===== src/rtl/decode_addr_gen_pkg.sv =====
// rtl/decode_addr_gen_pkg.sv - shared types, widths and wrap arithmetic for the decode address generator
package decode_pkg;

    localparam int DECODE_AW_DEF = 8;

    // Wide enough for any AW-bit operand plus one carry bit.
    localparam int DECODE_WIDE_W = 33;
    typedef logic [DECODE_WIDE_W-1:0] wide_t;

    typedef enum logic {
        EMPTY = 1'b0,
        FULL  = 1'b1
    } state_e;

    // Caller guarantees value < modulus and step < modulus, so one subtract suffices.
    function automatic wide_t wrap_add(input wide_t value, input wide_t step, input wide_t modulus);
        wide_t sum;
        sum = value + step;
        return (sum >= modulus) ? (sum - modulus) : sum;
    endfunction

endpackage


===== src/rtl/decode_addr_gen_if.sv =====
// rtl/decode_addr_gen_if.sv - fetch-side and register-file-side handshake bundle
interface decode_addr_gen_if import decode_pkg::*; #(
    parameter int AW = DECODE_AW_DEF
);
    logic          in_valid;
    logic          in_ready;
    logic [AW-1:0] in_addr;
    logic          sel_a;
    logic          sel_b;
    logic          clr_b;
    logic          out_valid;
    logic          out_ready;
    logic [AW-1:0] rd_a;
    logic [AW-1:0] rd_b;
    logic          wrap_b;
    logic          addr_err;

    modport master (
        output in_valid, in_addr, sel_a, sel_b, clr_b, out_ready,
        input  in_ready, out_valid, rd_a, rd_b, wrap_b, addr_err
    );

    modport slave (
        input  in_valid, in_addr, sel_a, sel_b, clr_b, out_ready,
        output in_ready, out_valid, rd_a, rd_b, wrap_b, addr_err
    );
endinterface


===== src/rtl/decode_wrap_cnt.sv =====
// rtl/decode_wrap_cnt.sv - modulo-DEPTH auto-increment counter with clear priority
module decode_wrap_cnt #(
    parameter int AW    = 8,
    parameter int DEPTH = 256
) (
    input  logic          clk,
    input  logic          rst,
    input  logic          inc,
    input  logic          clr,
    output logic [AW-1:0] cnt,
    output logic          at_max
);
    localparam logic [AW-1:0] CNT_MAX = AW'(DEPTH - 1);

    logic [AW-1:0] cnt_q;
    logic [AW-1:0] cnt_d;

    assign at_max = (cnt_q == CNT_MAX);
    assign cnt    = cnt_q;

    always_comb begin
        cnt_d = cnt_q;
        if (clr) begin
            cnt_d = '0;
        end else if (inc) begin
            cnt_d = at_max ? '0 : cnt_q + 1'b1;
        end
    end

    always_ff @(posedge clk or posedge rst) begin
        if (rst) begin
            cnt_q <= '0;
        end else begin
            cnt_q <= cnt_d;
        end
    end
endmodule


===== src/rtl/decode_addr_gen.sv =====
// rtl/decode_addr_gen.sv - one-entry buffered read-address generator; range flag under DECODE_ADDR_RANGE_CHK_EN
module decode_addr_gen import decode_pkg::*; #(
    parameter int AW    = DECODE_AW_DEF,
    parameter int DEPTH = 256,
    parameter int STEP  = 1
) (
    input  logic                clk,
    input  logic                rst,
    decode_addr_gen_if.slave    bus
);
    localparam wide_t MOD_A  = wide_t'(1) << AW;
    localparam wide_t MOD_B  = wide_t'(DEPTH);
    localparam wide_t STEP_A = wide_t'(STEP);
    // STEP may exceed DEPTH; reducing it once here keeps the runtime wrap to a single subtract.
    localparam wide_t STEP_B = wide_t'(STEP % DEPTH);

    state_e        state_q;
    state_e        state_d;
    logic [AW-1:0] rd_a_q;
    logic [AW-1:0] rd_a_d;
    logic [AW-1:0] rd_b_q;
    logic [AW-1:0] rd_b_d;
    logic          wrap_q;
    logic          wrap_d;

    logic          in_ready;
    logic          acc;
    logic          pop;
    logic [AW-1:0] cnt_b;
    logic          cnt_at_max;

    assign in_ready = (state_q == EMPTY) || bus.out_ready;
    assign acc      = bus.in_valid && in_ready;
    assign pop      = (state_q == FULL) && bus.out_ready;

    decode_wrap_cnt #(
        .AW    (AW),
        .DEPTH (DEPTH)
    ) u_cnt_b (
        .clk    (clk),
        .rst    (rst),
        .inc    (acc),
        .clr    (bus.clr_b),
        .cnt    (cnt_b),
        .at_max (cnt_at_max)
    );

    always_comb begin
        state_d = state_q;
        rd_a_d  = rd_a_q;
        rd_b_d  = rd_b_q;
        wrap_d  = wrap_q;

        case (state_q)
            EMPTY:   if (acc) state_d = FULL;
            FULL:    if (pop && !acc) state_d = EMPTY;
            default: state_d = EMPTY;
        endcase

        // The entry captures the pre-clear counter even when clr_b coincides.
        if (acc) begin
            rd_a_d = bus.sel_a ? AW'(wrap_add(wide_t'(bus.in_addr), STEP_A, MOD_A)) : bus.in_addr;
            rd_b_d = bus.sel_b ? AW'(wrap_add(wide_t'(cnt_b), STEP_B, MOD_B)) : cnt_b;
            wrap_d = cnt_at_max;
        end
    end

    always_ff @(posedge clk or posedge rst) begin
        if (rst) begin
            state_q <= EMPTY;
            rd_a_q  <= '0;
            rd_b_q  <= '0;
            wrap_q  <= 1'b0;
        end else begin
            state_q <= state_d;
            rd_a_q  <= rd_a_d;
            rd_b_q  <= rd_b_d;
            wrap_q  <= wrap_d;
        end
    end

`ifdef DECODE_ADDR_RANGE_CHK_EN
    logic  err_q;
    logic  err_d;
    wide_t sum_a;
    wide_t sum_b;

    always_comb begin
        err_d = err_q;
        sum_a = wide_t'(bus.in_addr) + STEP_A;
        sum_b = wide_t'(cnt_b) + wide_t'(STEP);
        if (acc) begin
            err_d = (bus.sel_a && (sum_a >= MOD_A)) || (bus.sel_b && (sum_b >= MOD_B));
        end
    end

    always_ff @(posedge clk or posedge rst) begin
        if (rst) begin
            err_q <= 1'b0;
        end else begin
            err_q <= err_d;
        end
    end

    assign bus.addr_err = err_q;
`else
    assign bus.addr_err = 1'b0;
`endif

    assign bus.in_ready  = in_ready;
    assign bus.out_valid = (state_q == FULL);
    assign bus.rd_a      = rd_a_q;
    assign bus.rd_b      = rd_b_q;
    assign bus.wrap_b    = wrap_q;
endmodule

===== src/flat_wrapper.sv =====
// flat-port wrapper written by rule: the top's interface ports become plain ports
module decode_addr_gen_flat import decode_pkg::*;
#(
    parameter int AW    = DECODE_AW_DEF,
    parameter int DEPTH = 256,
    parameter int STEP  = 1
)
  (clk, rst, bus_in_valid, bus_in_addr, bus_sel_a, bus_sel_b, bus_clr_b, bus_out_ready, bus_in_ready, bus_out_valid, bus_rd_a, bus_rd_b, bus_wrap_b, bus_addr_err);
  decode_addr_gen_if #(.AW(AW)) bus_i ();
  input  logic clk;
  input  logic rst;
  input wire logic [$bits(bus_i.in_valid)-1:0] bus_in_valid;
  input wire logic [$bits(bus_i.in_addr)-1:0] bus_in_addr;
  input wire logic [$bits(bus_i.sel_a)-1:0] bus_sel_a;
  input wire logic [$bits(bus_i.sel_b)-1:0] bus_sel_b;
  input wire logic [$bits(bus_i.clr_b)-1:0] bus_clr_b;
  input wire logic [$bits(bus_i.out_ready)-1:0] bus_out_ready;
  output wire logic [$bits(bus_i.in_ready)-1:0] bus_in_ready;
  output wire logic [$bits(bus_i.out_valid)-1:0] bus_out_valid;
  output wire logic [$bits(bus_i.rd_a)-1:0] bus_rd_a;
  output wire logic [$bits(bus_i.rd_b)-1:0] bus_rd_b;
  output wire logic [$bits(bus_i.wrap_b)-1:0] bus_wrap_b;
  output wire logic [$bits(bus_i.addr_err)-1:0] bus_addr_err;
  assign bus_i.in_valid = bus_in_valid;
  assign bus_i.in_addr = bus_in_addr;
  assign bus_i.sel_a = bus_sel_a;
  assign bus_i.sel_b = bus_sel_b;
  assign bus_i.clr_b = bus_clr_b;
  assign bus_i.out_ready = bus_out_ready;
  assign bus_in_ready = bus_i.in_ready;
  assign bus_out_valid = bus_i.out_valid;
  assign bus_rd_a = bus_i.rd_a;
  assign bus_rd_b = bus_i.rd_b;
  assign bus_wrap_b = bus_i.wrap_b;
  assign bus_addr_err = bus_i.addr_err;
  decode_addr_gen #(.AW(AW), .DEPTH(DEPTH), .STEP(STEP)) u_core (.clk(clk), .rst(rst), .bus(bus_i));
endmodule

===== config.mk =====
export PLATFORM = sky130hd
export DESIGN_NAME = decode_addr_gen_flat
export DESIGN_NICKNAME = d
export VERILOG_FILES = /design/src/rtl/decode_addr_gen_pkg.sv /design/src/rtl/decode_addr_gen_if.sv /design/src/rtl/decode_wrap_cnt.sv /design/src/rtl/decode_addr_gen.sv /design/src/flat_wrapper.sv
export SDC_FILE = /design/constraint.sdc
export NUM_CORES = 1
export LEC_CHECK = 0
export BUFFER_PORTS_ARGS = -buffer_cell sky130_fd_sc_hd__buf_2
export CAP_MARGIN = 15
export CORE_AREA = 2 2 54 56
export DETAILED_ROUTE_END_ITERATION = 7
export DIE_AREA = 0 0 56 58
export PLACE_DENSITY_LB_ADDON = 0.05
export SYNTH_ARGS = -nofsm -noshare
export SYNTH_HDL_FRONTEND = slang
export SYNTH_HIERARCHICAL = 1
export SYNTH_SLANG_ARGS = --single-unit

===== constraint.sdc =====
create_clock -name clk -period 5.2 [get_ports clk]
set_input_delay 0.52 -clock clk [delete_from_list [all_inputs] [get_ports clk]]
set_output_delay 0.52 -clock clk [all_outputs]
set_load 0.02 [all_outputs]

# ---- Yosys cells after proc, flatten, opt, wreduce, memory -nomap -nowiden
# Cells that the tools add are included.
dict set report totals {
  regBits 26
  word_cells 30
}
dict set report op_classes {
  eq_ne 1
  reduce_logical 6
  n_bitwise 1
  muxes 10
  addsub 5
  order_cmp 2
}
# cell n
set op_table {}
lappend op_table {{8-bit 2-to-1 mux} 7}
lappend op_table {{8-bit by 1-bit adder with 9-bit output, second input constant} 2}
lappend op_table {{9-bit >= comparator, second input constant} 2}
lappend op_table {{8-bit by 1-bit subtractor with 8-bit output, second input constant} 2}
lappend op_table {{8-bit by 1-bit adder with 8-bit output, second input constant} 1}
lappend op_table {{8-bit == test, second input constant} 1}
lappend op_table {{1-bit logical AND} 3}
lappend op_table {{1-bit 2-to-1 mux} 2}
lappend op_table {{1-bit case mux with 2 select lines} 1}
lappend op_table {{2-bit nonzero test} 1}
lappend op_table {{1-bit zero test} 1}
lappend op_table {{1-bit logical OR} 1}
lappend op_table {{1-bit inverter} 1}

# ---- Longest topological paths before layout
# Gate-level depths: netlist of the first run.
dict set report depth {
  ltp_word 7
  ltp_mapped 9
  depth_no_buf 5
}

# ---- Hierarchy
# Netlist of the first run, hierarchy kept.
# module cells_each area_each_um2 n_inst
set modules_own_cells {}
lappend modules_own_cells {decode_addr_gen 101 970.9 1}
lappend modules_own_cells {decode_wrap_cnt 46 437.9 1}

# ---- Least setup slack after synthesis of the first run
# No wires, ideal clock.
dict set report synth_path {
  kind {input -> register}
  startpoint {input bus_out_ready}
  endpoint {register u_core.u_cnt_b.cnt_q[7], in the netlist u_core/u_cnt_b/cnt[7]}
  slack_ps 3192
  arrival_time_ps 1926
  stages 9
  n_path_buf 4
  path_cell_list {nand2b_1 > buf_2 > and2_1 > buf_6 > buf_6 > buf_2 > o2111ai_4 > or3_1 > a31oi_1}
}
dict set report synth_via {
  elab_chain_cells 3
}
# element line_no
set synth_rtl {}
lappend synth_rtl {{start: declaration} flat_wrapper.sv:17} ;# input wire logic [$bits(bus_i.out_ready)-1:0] bus_out_ready;
lappend synth_rtl {{1-bit logical OR} decode_addr_gen.sv:32} ;# assign in_ready = (state_q == EMPTY) || bus.out_ready;
lappend synth_rtl {{1-bit logical AND} decode_addr_gen.sv:33} ;# assign acc = bus.in_valid && in_ready;
lappend synth_rtl {{named net u_core.acc} decode_addr_gen.sv:27} ;# logic acc;
lappend synth_rtl {{2-bit nonzero test (no line)} --}
lappend synth_rtl {{end signal: assignment} decode_wrap_cnt.sv:34} ;# cnt_q <= cnt_d;
lappend synth_rtl {{end: declaration} decode_wrap_cnt.sv:15} ;# logic [AW-1:0] cnt_q;
# The timed path passes the listed nets, and every way through them passes these cells.
# A chain may end at the register's enable or synchronous reset.

# ---- Final worst setup path of the first run
dict set report layout_path {
  startpoint {register u_core.state_q, in the netlist u_core/bus.out_valid}
  endpoint {register u_core.u_cnt_b.cnt_q[4], in the netlist u_core/u_cnt_b/cnt[4]}
}
dict set report layout_via {
  elab_chain_cells 4
}
# element line_no
set layout_rtl {}
lappend layout_rtl {{start: declaration} decode_addr_gen.sv:17} ;# state_e state_q;
lappend layout_rtl {{start signal: assignment} decode_addr_gen.sv:75} ;# state_q <= state_d;
lappend layout_rtl {{1-bit inverter} --}
lappend layout_rtl {{1-bit logical OR} decode_addr_gen.sv:32}
lappend layout_rtl {{1-bit logical AND} decode_addr_gen.sv:33}
lappend layout_rtl {{2-bit nonzero test (no line)} --}
# No other way between the ends.

==> metrics, run 1 <==
initial antenna violation count=0; Slew Limit Fails=0; CP Capture Type=flip-flop; Sw Pwr=approximately 140 uW; worst vdd ir=between 0.00015 and 0.0002 V; Post-Synthesis Cells=147; Die Area=roughly 3200 um2; Buf/Inv on CP=1; grt total ovfl=0; first-pass GRT wire length=around 4.9 mm; post-synth top area cell=dfrtp_1; WL per Instance=approximately 14 um; sequential-to-total area share from yosys stat=around 46%; Final HPWL DP=a little over 2 mm; GRT met2 Usage=around 32%; unrepaired setup endpoints after global routing=no; Sequential Power Share=between 50% and 60%; slowest stage cell on the critical path=nand2b_1; Slew @ Worst Pin=just under 0.7 ns; number of hold buffers added after CTS=0; via count=1174; Via density=~5.7; crit path launch type=flip-flop; setup tns final=0 ns; CTS tree=yes; WP data required=5.45 ns; Layout area overhead=12.7%; Setup CP Type=reg -> reg; R2R setup slack=between 3 and 4 ns; switching part of the total power=31.1%; Syn Nets=around 170; Starting DRT DRC Count=44; CTS Root Cell=clkbuf_4; Antenna Cells=0; Post-DRT Antenna Nets=0; Syn Std Cell Area=between 1000 and 1500 um2; Fmax achieved=roughly 500 MHz; Worst-path clk slew=0.14 ns; met3 Use GR=around 2.9%; Register Area=651 um2; vias in the first global route=1071; Gate power share=approximately 23%; max-cap violations=0; grt peak-use layer=met2; final hold violation count=0; top cells by area, synth=dfrtp_1 (46%), a21oi_1 (9.9%), xor2_1 (5.6%); largest net degree at the start of global routing=22; Crit Reg-Reg Startpoint=u_core/bus.out_valid; # rows=19; # H-tree levels=1; Cell Area, Placed=about 1600 um2; total track usage=between 10% and 20%; Clock Tree Buf Depth=2; CP arrival=about 2.3 ns; CP delay by family, top=simple AND/OR/NAND/NOR gates; Clk pwr share=between 20% and 30%; M1 GR Usage=between 20% and 30%; post-layout util=between 50% and 60%; Synth Register Bits=26; drt drc=0; most common cell after layout, fill and taps aside=buf_2; Power Density=roughly 270 nW/um2; CP max stage delay=between 0.4 and 0.5 ns; cells on worst reg2reg path=6; distinct cell type count of the synthesized netlist=27; share of the synthesized area in the top cell type=46.2%; drt first pass iters=4; initial core utilization=between 50% and 60%; CP Cell Sequence=nand2b_1 -> and2_1 -> buf_4 -> nand4_1 -> xor2_1 -> nor2_1; Max Fanout on Critical Path=21; core box area=around 2700 um2; Pleak=just under 0.7 nW; mean post-synth cell area=between 9 and 10 um2; postcts setup bufs=0; Final Skew=approximately 0.0093 ns; minimum clock period=a little over 2 ns; worst rel slew slack=a little over half; clock latency on the worst-skew pair=between 0.3 and 0.4 ns; Nets=194; IO Port Bufs=33; layout cell share with drive strength beyond 1=24.0%; status=finished, final reports clean; Clock Sinks=26; Tightest Hold Check Type=in -> async; CTS buffer count=3; post-route cell area=roughly 1600 um2; DIE WIDTH=56 um; final WL=roughly 2.9 mm; multi-input logic area=slightly below 700 um2; commonest cells after routing, fill and taps aside=buf_2 (33), a21oi_1 (28), dfrtp_1 (26), nand2_1 (11); GPL Wtd Cong=roughly 0.80; # resized after CTS=0; r2r endpoint=u_core/u_cnt_b/cnt[4]; P_int=about 300 uW; Ys Warns=6; Final period util=between 30% and 40%; WHS=0.137 ns; I/O pin total=35; Die Ht=roughly 58 um; Fillers=~240; # setup viols final=0
cell type report:
| cell class | instances | share of cell area (%) |
|---|---|---|
| Clock buffer | 4 | 2.29 |
| Inverter | 4 | 0.946 |
| Multi-Input combinational cell | 107 | 42.5 |
| Sequential cell | 26 | 41.0 |
| Tap cell | 31 | 2.44 |
| Timing Repair Buffer | 34 | 10.9 |
kinds of logic (layout without fill, tap and decap cells):
family                     Yosys count  in the layout  share of synthesized area (%)
muxes                                4              4                           3.20
DFF                                 26             26                           46.2
other                                1              1                          0.266
adders and majority gates            3              3                           2.66
buffers and inverters               14             42                           5.95
AOI/OAI and AO/OA                   46             46                           18.7
and+or+nand+nor                     42             42                           16.2
xor gates and xnor gates            11             11                           6.84
power groups by stage:
stage          clock network, mW  logic [mW]  registers [mW]
4_1_cts                    0.105      0.0998           0.235
5_1_grt                    0.110       0.107           0.238
3_5_place_dp                   0      0.0995           0.239
6_report                   0.100      0.0988           0.235
3_3_place_gp                   0      0.0982           0.239
2_1_floorplan                  0      0.0450           0.261
through the flow:
step,power (mW),std cells,setup slack (ns)
after floorplan,0.306,147,3.19
after global placement,0.337,202,3.01
after detailed placement,0.339,202,2.97
after CTS,0.440,206,3.18
after global routing,0.455,206,3.05
final,0.434,206,3.18
state kept, by name (all words and copies together), names as in the netlist:
name                  cells
u_core/bus.wrap_b         1
u_core/bus.out_valid      1
u_core/bus.rd_b           8
u_core/bus.rd_a           8
u_core/u_cnt_b/cnt        8
metal layers:
| layer | share of wire [%] | routed length [um] |
|---|---|---|
| met1 | 47 | 1360 |
| met2 | 47 | 1370 |
| met3 | 5.2 | 151 |
| met4 | 0.59 | 17 |
| met5 | 0 | 0 |
cells in the mapped netlist, drive strengths merged:
cell and n:
ha 3, clkbuf 1, nand2b 2, o21ai 8, nand2 11, nand4 8, mux2 1, nor2 5
buf 9, xor2 9, a31oi 7, dfrtp 26, xnor2 2, o31ai 1, or3 9, nand3 5
o22ai 1, o2111ai 1, inv 4, a21oi 28, conb 1, and2 1, nor3 1, mux2i 3
worst max path at each step:
| stage | startpoint | to | slack [ns] | cells after the start |
|---|---|---|---|---|
| floorplan | bus_out_ready | u_core/u_cnt_b/cnt[7] | 3.19 | 9 |
| global route | u_core/bus.out_valid | u_core/u_cnt_b/cnt[5] | 3.05 | 5 |
| CTS | u_core/bus.out_valid | bus_in_ready | 3.18 | 2 |
| global placement | bus_out_ready | u_core/u_cnt_b/cnt[4] | 3.01 | 7 |
| finish | u_core/bus.out_valid | u_core/u_cnt_b/cnt[4] | 3.18 | 6 |
| detailed placement | bus_out_ready | u_core/u_cnt_b/cnt[4] | 2.97 | 7 |
Note: power is estimated with default switching activity, not from simulation.
==> inputs of run 2 (changes only) <==
- ABC_AREA: not set -> 1
- CORE_AREA: 2 2 54 56 -> 2 2 57 59
- DIE_AREA: 0 0 56 58 -> 0 0 59 61
- clock period: 5.2 -> 2.1 ns (I/O delays scaled with it)
==> metrics, run 2 <==
# H-tree levels=1 (unchanged); CTS Root Cell=clkbuf_4 (unchanged); vias in the first global route=1284 (was 1071); unrepaired setup endpoints after global routing=no (unchanged); slowest stage cell on the critical path=dfrtp_1 (was nand2b_1); drt first pass iters=4 (unchanged); core box area=2950 um2 (was 2660 um2); CP Cell Sequence=ha_1 -> nand2_2 -> nor2_2 -> nand2_2 -> nand2_2 -> nand2_2 -> nand2_2 -> a21oi_2 (was nand2b_1 -> and2_1 -> buf_4 -> nand4_1 -> xor2_1 -> nor2_1); Starting DRT DRC Count=56 (was 44); final WL=3.12 mm (was 2.89 mm); most common cell after layout, fill and taps aside=nand2_1 (was buf_2); Antenna Cells=0 (unchanged); post-synth top area cell=dfrtp_1 (unchanged); Final period util=64.9% (was 38.8%); IO Port Bufs=33 (unchanged); layout cell share with drive strength beyond 1=24.4% (was 24.0%); GPL Wtd Cong=0.890 (was 0.799); CP arrival=1.59 ns (was 2.27 ns); complex-gate fraction of the synthesized area=6.49% (was 18.7%); Primary FF master, synth=dfrtp_1 (unchanged); top cells by area, synth=dfrtp_1 (43%), nand2_1 (17%), inv_1 (6.5%) (was dfrtp_1 (46%), a21oi_1 (9.9%), xor2_1 (5.6%)); crit path launch type=flip-flop (unchanged); count leader, synth=nand2_1 (was a21oi_1); CP max stage delay=0.48 ns (about the same); commonest cells after routing, fill and taps aside=nand2_1 (70), buf_2 (33), inv_1 (26), dfrtp_1 (26), nand3_1 (19) (was buf_2 (33), a21oi_1 (28), dfrtp_1 (26), nand2_1 (11)); most frequent CP cell=nand2_2; Setup CP Type=reg -> reg (unchanged); Crit Reg-Reg Startpoint=u_core/u_cnt_b/cnt[0] (was u_core/bus.out_valid); Tightest Hold Check Type=in -> reg (was in -> async); DIE WIDTH=59 um (was 56 um); CP delay by family, top=simple AND/OR/NAND/NOR gates (unchanged); Slew Limit Fails=0 (unchanged); final hold violation count=0 (unchanged); Die Area=3600 um2 (was 3250 um2); CTS tree=yes (unchanged); Buf/Inv on CP=0 (was 1); post-synthesis xor/xnor area fraction=2.91% (was 6.84%); sequential-to-total area share from yosys stat=43.3% (was 46.2%); Final Power=970 uW (was 434 uW); worst vdd ir=0.000342 V (was 0.000194 V); distinct cell type count of the synthesized netlist=25 (was 27); Post-DRT Antenna Nets=0 (unchanged); Pleak=0.946 nW (was 0.691 nW); Die Ht=61 um (was 58 um); initial core utilization=50.9% (was 52.9%); WHS Path Cells=3; critical path startpoint=u_core/u_cnt_b/cnt[0] (was u_core/bus.out_valid); Simple-Gate Fraction of Synth Area=35.9% (was 16.2%); post-synthesis mux area share=0% (was 3.20%); cells on worst reg2reg path=8 (was 6); ys async rst share=100% (unchanged); Worst-path clk slew=0.14 ns (about the same); Max Fanout on Critical Path=6 (was 21); via count=1376 (was 1174); WL per Instance=11.5 um (was 14.0 um); Nets=258 (was 194); minimum clock period=1.36 ns (was 2.02 ns); setup tns final=0 ns (unchanged); CTS buffer count=3 (unchanged); Synth top cells by count=nand2_1 (70), dfrtp_1 (26), inv_1 (26) (was a21oi_1 (28), dfrtp_1 (26), nand2_1 (11)); largest net degree at the start of global routing=25 (was 22); Final HPWL DP=2.37 mm (was 2.06 mm); post-route cell area=1730 um2 (was 1590 um2); Clock Tree Buf Depth=2 (unchanged); Layout area overhead=15.0% (was 12.7%); status=finished, final reports clean (unchanged); WP data required=2.33 ns (was 5.45 ns); clock latency on the worst-skew pair=0.31 ns (about the same); Cell Area, Placed=1700 um2 (was 1550 um2); Hold Startpoint=bus_in_valid; initial antenna violation count=0 (unchanged); main combinational cell family by area after synthesis=simple AND/OR/NAND/NOR gates (was compound AO/OA/AOI/OAI gates); Power Density=561 nW/um2 (was 273 nW/um2); first-pass GRT wire length=5.28 mm (was 4.85 mm); # setup viols final=0 (unchanged); Syn Std Cell Area=1500 um2 (was 1410 um2); Adder-Cell Fraction of Synth Area=2.50% (was 2.66%); Synth Register Bits=26 (unchanged); max-cap violations=0 (unchanged); total track usage=19.3% (was 18.5%); Post-Synthesis Cells=203 (was 147); Via density=5.08 (was 5.70); EDFF count, synth=0 (unchanged); Clock Sinks=26 (unchanged); I/O pin total=35 (unchanged); Slew @ Worst Pin=0.673 ns (was 0.680 ns); mean post-synth cell area=7.40 um2 (was 9.58 um2); Final Skew=0.00536 ns (was 0.00935 ns); # rows=20 (was 19); logic depth of the worst path, buffers included=8 (was 6); grt total ovfl=0 (unchanged); CP Capture Type=flip-flop (unchanged); share of the synthesized area in the top cell type=43.3% (was 46.2%); Syn Nets=221 (was 165); worst rel slew slack=55.1% (was 54.6%); drt drc=0 (unchanged); Fmax achieved=734 MHz (was 496 MHz); Ys Warns=6 (unchanged)
## run 2: cell families after synthesis
group,count (synthesis)
DFF,26
adders and majority gates,3
xor gates and xnor gates,5
buffers and inverters,31
AOI/OAI and AO/OA,18
other,1
and+or+nand+nor,119
## run 2: repair_timing
item                       CTS  global route
setup buffers                0             0
setup endpoints to repair    0             0
gates resized for setup      0             0
hold endpoints to repair    20             0
hold buffers                 1             0
## run 2: layout make-up
class	instances	area, um2
tap	33	41.3
clock buffer	3	22.5
fill	283	1220
inverter	27	101
sequential	26	651
timing repair buffer	36	190
multi-input combinational	146	722
## run 2: worst min-delay path: stages
cell and delay, ns:
buf_2 0.09, inv_1 0.04, nand2_1 0.05
## run 2: worst paths after layout
kind	end	slack [ns]
max reg2reg	u_core/u_cnt_b/cnt[7]	0.74
min reg2reg	u_core/bus.rd_b[5]	0.49
min	u_core/bus.out_valid	0.10
max in group asynchronous	u_core/bus.rd_a[0]	1.14
min in group asynchronous	u_core/u_cnt_b/cnt[6]	0.38
max	u_core/u_cnt_b/cnt[7]	0.74
## run 2: report_power, final
part | switching (mW) | leakage [nW] | internal [mW] | total, mW
combinational | 0.137 | 0.590 | 0.0704 | 0.207
sequential | 0.0203 | 0.342 | 0.534 | 0.554
clock | 0.141 | 0.0138 | 0.0671 | 0.208
## run 2: stage by stage
stage               hold slack (ns)  setup WS (ns)  utilization [%]  instances
finish                        0.102          0.738             58.5        271
floorplan                    0.0257          0.650                -        203
global route                 0.0863          0.611             58.5        271
global placement              0.193          0.829             57.4        267
detailed placement            0.192          0.769             57.4        267
CTS                          0.0930          0.745             58.5        271
## run 2: routing by layer
metal  vias up  global-route usage [%]  share of wire [%]
li1        699                       -                  -
met2        38                    37.1                 51
met4         0                    6.82               0.93
met1       635                    21.8                 44
met3         4                    2.35                3.8
met5         -                       0                  0
==> inputs of run 3 (changes only) <==
- CORE_AREA: 2 2 57 59 -> 2 2 59 61
- DIE_AREA: 0 0 59 61 -> 0 0 61 63
- clock period: 2.1 -> 1.2 ns (I/O delays scaled with it)
==> metrics, run 3 (same netlist as run 2, synthesis figures left out) <==
Clock Tree Buf Depth=2 (unchanged); most frequent CP cell=nand2_2 (unchanged); Clock Sinks=26 (unchanged); DIE WIDTH=61 um (was 59 um); WL per Instance=11.1 um (was 11.5 um); total track usage=18.8% (was 19.3%); Hold Startpoint=bus_in_valid (unchanged); most common cell after layout, fill and taps aside=nand2_1 (unchanged); # setup viols final=3 (was 0); CP Capture Type=flip-flop (unchanged); post-layout util=58.3% (was 58.5%); critical path startpoint=u_core/u_cnt_b/cnt[0] (unchanged); final WL=3.28 mm (was 3.12 mm); commonest cells after routing, fill and taps aside=nand2_1 (70), buf_2 (33), inv_1 (25), dfrtp_1 (24), nand3_1 (19) (was nand2_1 (70), buf_2 (33), inv_1 (26), dfrtp_1 (26), nand3_1 (19)); Fillers=315 (was 283); Fmax achieved=810 MHz (was 734 MHz); drt drc=0 (unchanged); Pleak=1.02 nW (was 0.946 nW); Final Power=1.82 mW (was 970 uW); initial core utilization=46.5% (was 50.9%); initial antenna violation count=0 (unchanged); Max Fanout on Critical Path=4 (was 6); CTS Root Cell=clkbuf_4 (unchanged); first-pass GRT wire length=5.55 mm (was 5.28 mm); slowest stage cell on the critical path=dfrtp_1 (unchanged); r2r endpoint=u_core/u_cnt_b/cnt[7] (unchanged); Die Ht=63 um (was 61 um); final hold violation count=0 (unchanged); CP Cell Sequence=ha_2 -> nand2_4 -> nor2_4 -> nand2_2 -> nand2_4 -> nand2_2 -> nand2_2 -> a21oi_2 (was ha_1 -> nand2_2 -> nor2_2 -> nand2_2 -> nand2_2 -> nand2_2 -> nand2_2 -> a21oi_2); Worst-path clk slew=0.15 ns (was 0.14 ns); Final HPWL DP=2.45 mm (was 2.37 mm); WHS=0.0243 ns (was 0.102 ns); max-cap violations=0 (unchanged); Layout area overhead=25.5% (was 15.0%); Starting DRT DRC Count=60 (was 56); # H-tree levels=1 (unchanged); cells on worst reg2reg path=8 (unchanged); drt first pass iters=4 (unchanged); GPL Wtd Cong=0.848 (was 0.890); Die Area=3840 um2 (was 3600 um2); CTS buffer count=3 (unchanged); crit path launch type=flip-flop (unchanged); worst vdd ir=0.000450 V (was 0.000342 V); layout cell share with drive strength beyond 1=30.9% (was 24.4%); CP max stage delay=0.42 ns (was 0.48 ns); minimum clock period=1.23 ns (was 1.36 ns); Final Skew=0.0102 ns (was 0.00536 ns); WHS Path Cells=3 (unchanged); Power Density=963 nW/um2 (was 561 nW/um2); Slew Limit Fails=0 (unchanged); IO Port Bufs=33 (unchanged); CP arrival=1.47 ns (was 1.59 ns); R2R setup slack=-0.03 ns (was 0.74 ns); Crit Reg-Reg Startpoint=u_core/u_cnt_b/cnt[0] (unchanged); Worst Slack Setup Final=-0.0341 ns (was 0.738 ns); failing checks=negative setup slack; largest net degree at the start of global routing=25 (unchanged); Tightest Hold Check Type=in -> reg (unchanged); Nets=268 (was 258); vias in the first global route=1364 (was 1284); Post-DRT Antenna Nets=0 (unchanged); status=finished, violations left (was finished, final reports clean); core box area=3230 um2 (was 2950 um2); via count=1427 (was 1376); I/O pin total=35 (unchanged); hold endpoint=u_core/bus.out_valid (unchanged); post-route cell area=1890 um2 (was 1730 um2); Final period util=103% (was 64.9%); Antenna Cells=0 (unchanged); CP delay by family, top=simple AND/OR/NAND/NOR gates (unchanged); clock latency on the worst-skew pair=0.32 ns (was 0.31 ns); Via density=4.84 (was 5.08); unrepaired setup endpoints after global routing=yes (was no); Buf/Inv on CP=0 (unchanged); # rows=21 (was 20); CTS tree=yes (unchanged); Setup CP Type=reg -> reg (unchanged); WP data required=1.44 ns (was 2.33 ns); grt total ovfl=0 (unchanged); Cell Area, Placed=1770 um2 (was 1700 um2)
[run 3: cell count changes in the layout (fill, tap and decap cells not counted), moves of 2 or more]
cell	before	now
nor2_1	8	6
dfrtp_2	0	2
nand2_4	0	4
nand2_2	9	5
dfrtp_1	26	24
buf_4	2	11
[run 3: routing by layer]
metal	global-route usage [%]	vias up	wire length, um
li1	-	724	-
met1	22.4	669	1450
met2	32.8	30	1670
met3	2.48	4	132
met4	7.61	0	35
met5	0	-	0
[run 3: worst register-to-register path: cells and delay by family (launching register included)]
kind / cells / cell delay (ns)
simple gates: 6 / 0.47
flops: 1 / 0.42
fa+ha+maj: 1 / 0.23
compound gates: 1 / 0.05
[run 3: area by class of cell]
cell class                      count  area [um2]  share of cell area (%)
Multi-Input combinational cell    146         769                    40.8
Sequential cell                    26         653                    34.6
Timing Repair Buffer               46         268                    14.2
Inverter                           27         101                    5.37
Tap cell                           46        57.6                    3.05
Clock buffer                        4        36.3                    1.92
[run 3: worst max path at each step]
stage / to / cells after the start
finish: u_core/u_cnt_b/cnt[7] / 8
global route: u_core/u_cnt_b/cnt[5] / 8
CTS: u_core/u_cnt_b/cnt[5] / 8
detailed placement: u_core/u_cnt_b/cnt[5] / 8
global placement: u_core/u_cnt_b/cnt[7] / 8
floorplan: u_core/u_cnt_b/cnt[7] / 9
[run 3: metrics by stage]
step	setup WS (ns)	TNS, ns	std cells
after floorplan	-0.113	-0.576	203
after global placement	-0.000266	-0.000266	286
after CTS	-0.0354	-0.105	294
after detailed placement	-0.0541	-0.133	286
final	-0.0341	-0.0820	295
after global routing	-0.106	-0.721	295
[run 3: report_power, final]
group          switching (mW)  internal [mW]
Sequential             0.0332          0.935
Combinational           0.250          0.145
Clock                   0.267          0.186
[run 3: what timing repair did]
item                                   in CTS  in global routing
endpoints found under the hold margin      27                  0
setup buffers                               2                  1
resized for setup                           2                  6
pin swaps                                   1                  2
setup endpoints to repair                   5                 13
gates cloned                                0                  0
hold buffers                                2                  0
